### config.mk
export PLATFORM = sky130hd
export DESIGN_NAME = mux2_rr_arbiter_flat
export DESIGN_NICKNAME = d
export VERILOG_FILES = /design/src/rtl/mux2_rr_arbiter_if.sv /design/src/rtl/mux2_rr_arbiter.sv /design/src/flat_wrapper.sv
export SDC_FILE = /design/constraint.sdc
export NUM_CORES = 1
export LEC_CHECK = 0
export CORE_MARGIN = 1
export CORE_UTILIZATION = 50
export CTS_CLUSTER_SIZE = 40
export DETAILED_ROUTE_END_ITERATION = 6
export DONT_BUFFER_PORTS = 1
export GPL_TIMING_DRIVEN = 0
export SLEW_MARGIN = 0
export SYNTH_ARGS = -nofsm -noshare
export SYNTH_HDL_FRONTEND = slang
export SYNTH_SLANG_ARGS = --single-unit
### constraint.sdc
create_clock -name clk -period 3.95 [get_ports clk]
set_input_delay 0.5925 -clock clk [delete_from_list [all_inputs] [get_ports clk]]
set_output_delay 0.5925 -clock clk [all_outputs]
set_load 0.05 [all_outputs]
### src/rtl/mux2_rr_arbiter_if.sv
// Bundle of the two requester channels and the sink channel of mux2_rr_arbiter.
// The trunc signal exists only when ARB_MAXBURST_EN is defined.
interface mux2_rr_arbiter_if #(
    parameter int WIDTH = 8
);
    logic             req_a;
    logic [WIDTH-1:0] data_a;
    logic             last_a;
    logic             ready_a;
    logic             req_b;
    logic [WIDTH-1:0] data_b;
    logic             last_b;
    logic             ready_b;
    logic             sel;
    logic             grant_a;
    logic             grant_b;
    logic [WIDTH-1:0] out_data;
    logic             out_valid;
    logic             out_ready;
    logic [7:0]       beat_cnt;
`ifdef ARB_MAXBURST_EN
    logic             trunc;
`endif

    modport master (
        output req_a, data_a, last_a, req_b, data_b, last_b, out_ready,
        input  ready_a, ready_b, sel, grant_a, grant_b, out_data, out_valid, beat_cnt
`ifdef ARB_MAXBURST_EN
        , input trunc
`endif
    );

    modport slave (
        input  req_a, data_a, last_a, req_b, data_b, last_b, out_ready,
        output ready_a, ready_b, sel, grant_a, grant_b, out_data, out_valid, beat_cnt
`ifdef ARB_MAXBURST_EN
        , output trunc
`endif
    );
endinterface

### src/rtl/mux2_rr_arbiter.sv
// Round-robin packet arbiter driving the select of a shared 2:1 mux toward one sink.
// Define ARB_MAXBURST_EN to force-release a grant after MAX_BURST beats without last.
module mux2_rr_arbiter #(
    parameter int WIDTH     = 8,
    parameter int MAX_BURST = 4
) (
    input logic              clk,
    input logic              rst,
    mux2_rr_arbiter_if.slave bus
);
    typedef enum logic [1:0] {
        IDLE  = 2'd0,
        GNT_A = 2'd1,
        GNT_B = 2'd2
    } state_e;

    if (MAX_BURST < 1 || MAX_BURST > 255) begin : g_bad_max_burst
        $error("MAX_BURST must be within 1..255");
    end

    state_e     state_q, state_d;
    logic       rr_q, rr_d;
    logic       sel_q, grant_a_q, grant_b_q;
    logic [7:0] beat_cnt_q, beat_cnt_d, cnt_inc;
    logic       own_req, own_last, oth_req;
    logic       out_valid, xfer, rel, forced;

    // Handshake: a beat moves only when out_valid and out_ready are both high;
    // the granted side sees ready in that same cycle, the other side never does.
    always_comb begin
        own_req   = (state_q == GNT_B) ? bus.req_b  : bus.req_a;
        own_last  = (state_q == GNT_B) ? bus.last_b : bus.last_a;
        oth_req   = (state_q == GNT_B) ? bus.req_a  : bus.req_b;
        out_valid = !rst && ((grant_a_q && bus.req_a) || (grant_b_q && bus.req_b));
        xfer      = out_valid && bus.out_ready;
        cnt_inc   = (beat_cnt_q == 8'hFF) ? 8'hFF : beat_cnt_q + 8'd1;
    end

    assign bus.out_valid = out_valid;
    assign bus.ready_a   = xfer && grant_a_q;
    assign bus.ready_b   = xfer && grant_b_q;
    assign bus.sel       = sel_q;
    assign bus.grant_a   = grant_a_q;
    assign bus.grant_b   = grant_b_q;
    assign bus.beat_cnt  = beat_cnt_q;
    assign bus.out_data  = grant_a_q ? bus.data_a : (grant_b_q ? bus.data_b : '0);

    always_comb begin
        state_d    = state_q;
        rr_d       = rr_q;
        beat_cnt_d = beat_cnt_q;
        rel        = 1'b0;
        forced     = 1'b0;
        case (state_q)
            IDLE: begin
                if (bus.req_a && bus.req_b) state_d = rr_q ? GNT_B : GNT_A;
                else if (bus.req_a)         state_d = GNT_A;
                else if (bus.req_b)         state_d = GNT_B;
            end
            GNT_A, GNT_B: begin
                if (xfer) begin
                    beat_cnt_d = cnt_inc;
`ifdef ARB_MAXBURST_EN
                    forced = !own_last && (cnt_inc == 8'(MAX_BURST));
`endif
                    rel = own_last || forced;
                end
                // Release hands over with no bubble; the other side wins a tie.
                if (rel) begin
                    beat_cnt_d = 8'd0;
                    rr_d       = (state_q == GNT_A);
                    if (oth_req)      state_d = (state_q == GNT_A) ? GNT_B : GNT_A;
                    else if (own_req) state_d = state_q;
                    else              state_d = IDLE;
                end
            end
            default: state_d = IDLE;
        endcase
    end

`ifdef ARB_MAXBURST_EN
    logic trunc_q;
    always_ff @(posedge clk) begin
        if (rst) trunc_q <= 1'b0;
        else     trunc_q <= forced;
    end
    assign bus.trunc = trunc_q;
`endif

    always_ff @(posedge clk) begin
        if (rst) begin
            state_q    <= IDLE;
            rr_q       <= 1'b0;
            sel_q      <= 1'b0;
            grant_a_q  <= 1'b0;
            grant_b_q  <= 1'b0;
            beat_cnt_q <= 8'd0;
        end else begin
            state_q    <= state_d;
            rr_q       <= rr_d;
            sel_q      <= (state_d == GNT_B);
            grant_a_q  <= (state_d == GNT_A);
            grant_b_q  <= (state_d == GNT_B);
            beat_cnt_q <= beat_cnt_d;
        end
    end
endmodule

### src/flat_wrapper.sv
// flat-port wrapper written by rule: the top's interface ports become plain ports
module mux2_rr_arbiter_flat 
#(
    parameter int WIDTH     = 8,
    parameter int MAX_BURST = 4
)
  (clk, rst, bus_req_a, bus_data_a, bus_last_a, bus_req_b, bus_data_b, bus_last_b, bus_out_ready, bus_ready_a, bus_ready_b, bus_sel, bus_grant_a, bus_grant_b, bus_out_data, bus_out_valid, bus_beat_cnt);
  mux2_rr_arbiter_if #(.WIDTH(WIDTH)) bus_i ();
  input logic clk;
  input logic rst;
  input wire logic [$bits(bus_i.req_a)-1:0] bus_req_a;
  input wire logic [$bits(bus_i.data_a)-1:0] bus_data_a;
  input wire logic [$bits(bus_i.last_a)-1:0] bus_last_a;
  input wire logic [$bits(bus_i.req_b)-1:0] bus_req_b;
  input wire logic [$bits(bus_i.data_b)-1:0] bus_data_b;
  input wire logic [$bits(bus_i.last_b)-1:0] bus_last_b;
  input wire logic [$bits(bus_i.out_ready)-1:0] bus_out_ready;
  output wire logic [$bits(bus_i.ready_a)-1:0] bus_ready_a;
  output wire logic [$bits(bus_i.ready_b)-1:0] bus_ready_b;
  output wire logic [$bits(bus_i.sel)-1:0] bus_sel;
  output wire logic [$bits(bus_i.grant_a)-1:0] bus_grant_a;
  output wire logic [$bits(bus_i.grant_b)-1:0] bus_grant_b;
  output wire logic [$bits(bus_i.out_data)-1:0] bus_out_data;
  output wire logic [$bits(bus_i.out_valid)-1:0] bus_out_valid;
  output wire logic [$bits(bus_i.beat_cnt)-1:0] bus_beat_cnt;
  assign bus_i.req_a = bus_req_a;
  assign bus_i.data_a = bus_data_a;
  assign bus_i.last_a = bus_last_a;
  assign bus_i.req_b = bus_req_b;
  assign bus_i.data_b = bus_data_b;
  assign bus_i.last_b = bus_last_b;
  assign bus_i.out_ready = bus_out_ready;
  assign bus_ready_a = bus_i.ready_a;
  assign bus_ready_b = bus_i.ready_b;
  assign bus_sel = bus_i.sel;
  assign bus_grant_a = bus_i.grant_a;
  assign bus_grant_b = bus_i.grant_b;
  assign bus_out_data = bus_i.out_data;
  assign bus_out_valid = bus_i.out_valid;
  assign bus_beat_cnt = bus_i.beat_cnt;
  mux2_rr_arbiter #(.WIDTH(WIDTH), .MAX_BURST(MAX_BURST)) u_core (.clk(clk), .rst(rst), .bus(bus_i));
endmodule
# [Word-level counts from Yosys, hierarchy flattened]
# Cells that the tools add are included.
[word_totals] register_bits=13 word_cells=44
[op_classes] addsub=1 eq_ne=5 mux=19 n_reduce_logical=14
[ops] op="8-bit 2-to-1 mux" n=5
[ops] op="2-bit 2-to-1 mux" n=8
[ops] op="8-bit by 1-bit adder with 8-bit output (second input constant)" n=1
[ops] op="8-bit == test (second input constant)" n=1
[ops] op="1-bit logical AND" n=7
[ops] op="1-bit 2-to-1 mux" n=5
[ops] op="2-bit by 1-bit == test with 1-bit output (second input constant)" n=2
[ops] op="2-bit == test (second input constant)" n=2
[ops] op="2-bit one-hot mux with 2 select lines" n=1
[ops] op="2-bit AND reduction" n=2
[ops] op="2-bit logical NOT" n=1
[ops] op="2-bit nonzero test" n=1
[ops] op="2-bit OR reduction" n=1
[ops] op="1-bit logical NOT" n=1
[ops] op="1-bit logical OR" n=1

# [Logic depth before layout (Yosys ltp)]
[depth] word_depth=9 mapped_depth=7 depth_no_buf=7

# [Worst setup path before layout]
# Ideal clock, no wire load.
[synth_path] path_type="register to output" from="register u_core.bus.sel (netlist name)" to="output bus_out_data[6]" arrival_ns=1.874 required_time_ns=3.357 slack_ns=1.484 path_stages_with_launch=3 n_path_buf=0 path_cell_list="dfxtp_1 nand2_1 o21ai_0"
[synth_lines] element="to (decl)" line="flat_wrapper.sv:23" rtl="output wire logic [$bits(bus_i.out_data)-1:0] bus_out_data;"

==> results.txt <==
The total negative slack came out at 0 ns. In this design, the largest share of critical-path delay is due to simple AND/OR/NAND/NOR gates. After detailed routing, the average wire length per cell comes to between 10 and 15 um. The critical path in this run is classified as flop to output pin. The setup slack on the worst flop-to-flop path is roughly 1.9 ns. The number of antenna violations at the first check in global routing came out at 0. The routability congestion estimate came out at 0.775.

During placement, the flow inserted port buffers numbering 0. In the synthesized netlist the dominant register cell turns out to be sky130_fd_sc_hd__dfxtp_1. The total congestion overflow is 0. The number of cells after detailed placement came out at 139. The area after detailed placement came out at between 900 and 1000 sq um. The final hold violation count came out at 0.

In this run the remaining antenna-violating nets after routing total 0. The number of H-tree levels came out at 1. The total number of vias came out at 880.

The number of antenna cells inserted is 0. The final setup skew came out at slightly above 0.003 ns. Counting along the longest clock path gives a buffer depth of 2. The path class of the tightest hold or removal check is primary input to flop. The die is about 45 um tall. The post-CTS setup buffer count is 0. The post-synthesis sequential element count came out at 13. The detailed-route vias per instance is 6.15.

The total routing resource utilization after global routing came out at 0.201. The max-slew violation count came out at 0. Among all stages on the critical path, the largest delay is contributed by sky130_fd_sc_hd__nor2_1. The number of nets at the end of the flow is approximately 150.

The CTS tree is done. The peak ir drop on the vdd network is around 0.29 mV. After clock tree synthesis, the clock-pin slew on the worst setup and hold paths is roughly 0.080 ns.

Measured against its own limit, the worst slew margin works out to 0.400. The maximum fanout along the worst path is 7. In the post-synthesis netlist, the biggest area contributors are sky130_fd_sc_hd__dfxtp_1, sky130_fd_sc_hd__a22o_1, sky130_fd_sc_hd__ha_1. The TritonCTS sink count is 13. Walking the worst path, the cells encountered are a22oi_1 > nor2_1.

The number of standard-cell rows in the floorplan is 15. The number of standard cells after synthesis is 113. The first global-routing pass estimated 2950 um of wire. For this run, the number of Yosys warnings is 0. The final cycle utilization of the critical path is 0.673. The most common cell in the synthesized netlist is sky130_fd_sc_hd__dfxtp_1.

The number of violations of the max-capacitance limit came out at 0. The worst-case reg-to-reg path depth came out at 7. The post-cts repair resize count is 0. The clock period minus final worst setup slack came out at about 2.7 ns. Of the cells placed in the final design, the portion with a size suffix greater than 1 is 0.102. In this run, distinct cell masters in the synthesized netlist total 35. The die width is 44.6 um.

The half-perimeter wire length after detailed placement came out at 1480 um. Setup repair after global routing left no endpoint under its margin. The post-route core utilization is 0.571. The worst setup path is captured at an output pin. Counting instances, the worst hold path has a depth of 1.

Power comes to between 300 and 400 uW. The first detailed-routing pass ran for 4 iterations. At the worst endpoint, the arrival time is between 2 and 2.5 ns. The highest cell delay on the worst timing path came out at between 0.7 and 0.8 ns. The design area came out at 975 sq um.

For this block, the initial DRC count from the detailed router was 27. At the later pin of the worst-skew pair, clock insertion delay measures about 0.28 ns. Summed over all layers, the routed wires come to 2010 um. The required time at the worst-slack endpoint came out at about 3.4 ns.

After synthesis the cells add up to between 900 and 1000 sq um. The sequential fraction of the synthesis area came out at 0.287. The area of the core region came out at about 1700 sq um. In this run the clock root is driven by a sky130_fd_sc_hd__clkbuf_4.

The number of hold buffers added after cts is 0. After the flow finishes, the layout carries non-filler instances totaling between 100 and 150. Each instance of the synthesized netlist takes up on average 8.04 sq um. For this design the ratio of total power to cell area is ~350 nW/um^2. In the synthesized netlist the async set-or-reset flop fraction comes to 0. The number of buffers created by CTS is 3. For this run, the top clock speed supported by timing is ~0.38 GHz.

The flow ran to the end, and the final reports show no timing, DRC or antenna violations. The static power due to leakage came out at 0.000370 uW. By count the netlist is led by sky130_fd_sc_hd__dfxtp_1, sky130_fd_sc_hd__a21oi_1, sky130_fd_sc_hd__a22o_1, sky130_fd_sc_hd__nand2_1, sky130_fd_sc_hd__nor2_1.

The critical path depth in cells is 2. The library cell with the largest summed area after synthesis is sky130_fd_sc_hd__dfxtp_1. Counting every net in the synthesized netlist gives around 140. The area of the die came out at roughly 2000 sq um. Setup violations remaining at the end of the flow were counted as 0. The relative area change from synthesis to final layout is 7.30%. The transition time at the pin with the least slew margin came out at 0.897 ns. The number of global-route vias before repair came out at ~660. The kind of start point of the critical path is a flop. Of the post-synthesis cell area, the dominant cell type holds 0.287. The number of buffers and inverters on the critical path is 0. The number of enable flip-flop cells after synthesis came out at 0. The total DRC errors in the routed layout came out at 0. In this run the count of I/O pins placed on the die edge is 45.

The initial core utilization came out at 0.532. The pin count of the biggest net entering global routing came out at 11.
-- logic make-up after synthesis --
family,count (synthesis),share of synthesized area
muxes,3,0.0372
adders and majority gates,5,0.0689
and+or+nand+nor,49,0.304
AOI/OAI and AO/OA,35,0.263
buffers and inverters,8,0.0400
DFF,13,0.287
-- layer usage --
metal | wire length (um) | track usage
met1 | 949 | 0.272
met2 | 845 | 0.303
met3 | 190 | 0.0816
met4 | 20 | 0.0364
met5 | 0 | 0
-- cell type report --
cell class	count	area (sq um)
clock inverters	1	5.00
clock buffers	3	22.5
well taps	25	31.3
repair buffers	1	7.51
plain buffers	6	28.8
flip-flops and latches	13	260
multi-input cells	92	612
fillers	161	733
inverters	2	7.51
-- cell usage in the layout, fill, tap and decap left out --
cell,n
sky130_fd_sc_hd__a21oi_1,12
sky130_fd_sc_hd__a22o_1,9
sky130_fd_sc_hd__a22oi_1,2
sky130_fd_sc_hd__a31oi_1,2
sky130_fd_sc_hd__a41oi_1,2
sky130_fd_sc_hd__and2_1,4
sky130_fd_sc_hd__and3_1,3
sky130_fd_sc_hd__and3b_1,1
sky130_fd_sc_hd__and4_1,1
sky130_fd_sc_hd__and4b_1,1
sky130_fd_sc_hd__buf_2,2
sky130_fd_sc_hd__buf_4,2
sky130_fd_sc_hd__clkbuf_1,3
sky130_fd_sc_hd__clkbuf_4,3
sky130_fd_sc_hd__clkinv_2,1
sky130_fd_sc_hd__dfxtp_1,13
sky130_fd_sc_hd__ha_1,5
sky130_fd_sc_hd__inv_1,2
sky130_fd_sc_hd__mux2i_1,2
sky130_fd_sc_hd__mux2i_2,1
sky130_fd_sc_hd__nand2_1,9
sky130_fd_sc_hd__nand2b_1,2
sky130_fd_sc_hd__nand3_1,5
sky130_fd_sc_hd__nand4_1,1
sky130_fd_sc_hd__nand4b_1,2
sky130_fd_sc_hd__nor2_1,9
sky130_fd_sc_hd__nor2b_1,1
sky130_fd_sc_hd__nor3_1,7
sky130_fd_sc_hd__nor3_4,1
sky130_fd_sc_hd__nor4_2,1
sky130_fd_sc_hd__o211a_1,1
sky130_fd_sc_hd__o211ai_1,1
sky130_fd_sc_hd__o21ai_0,3
sky130_fd_sc_hd__o21ai_1,1
sky130_fd_sc_hd__o22a_1,1
sky130_fd_sc_hd__o2bb2ai_1,1
sky130_fd_sc_hd__or2_2,1
-- report_power, final --
part / internal [uW] / total, uW / switching, uW / leakage (uW)
registers: 136 / 152 / 15.9 / 0.000105
logic: 29.7 / 106 / 75.9 / 0.000247
clock network: 37.6 / 83.0 / 45.4 / 0.0000177
-- state kept, by name, summed over array words and instances, names as in the netlist --
register / flops
u_core.state_q: 2
u_core.bus.grant_a: 1
u_core.rr_q: 1
u_core.bus.sel: 1
u_core.bus.beat_cnt: 8
-- final timing paths --
kind                                   startpoint            endpoint
worst max-delay path               u_core.bus.sel       bus_out_valid
worst min register to register        u_core.rr_q         u_core.rr_q
worst min-delay path                          rst      u_core.bus.sel
worst max register to register  u_core.state_q[0]  u_core.bus.grant_a
-- stage by stage --
stage	worst slack, ns	hold WS [ns]
6_report	1.29	0.370
5_1_grt	1.13	0.353
4_1_cts	1.28	0.367
3_5_place_dp	1.58	0.479
3_3_place_gp	1.41	0.472
2_1_floorplan	1.48	0.451
No activity file was read; power rests on OpenSTA's default activity.
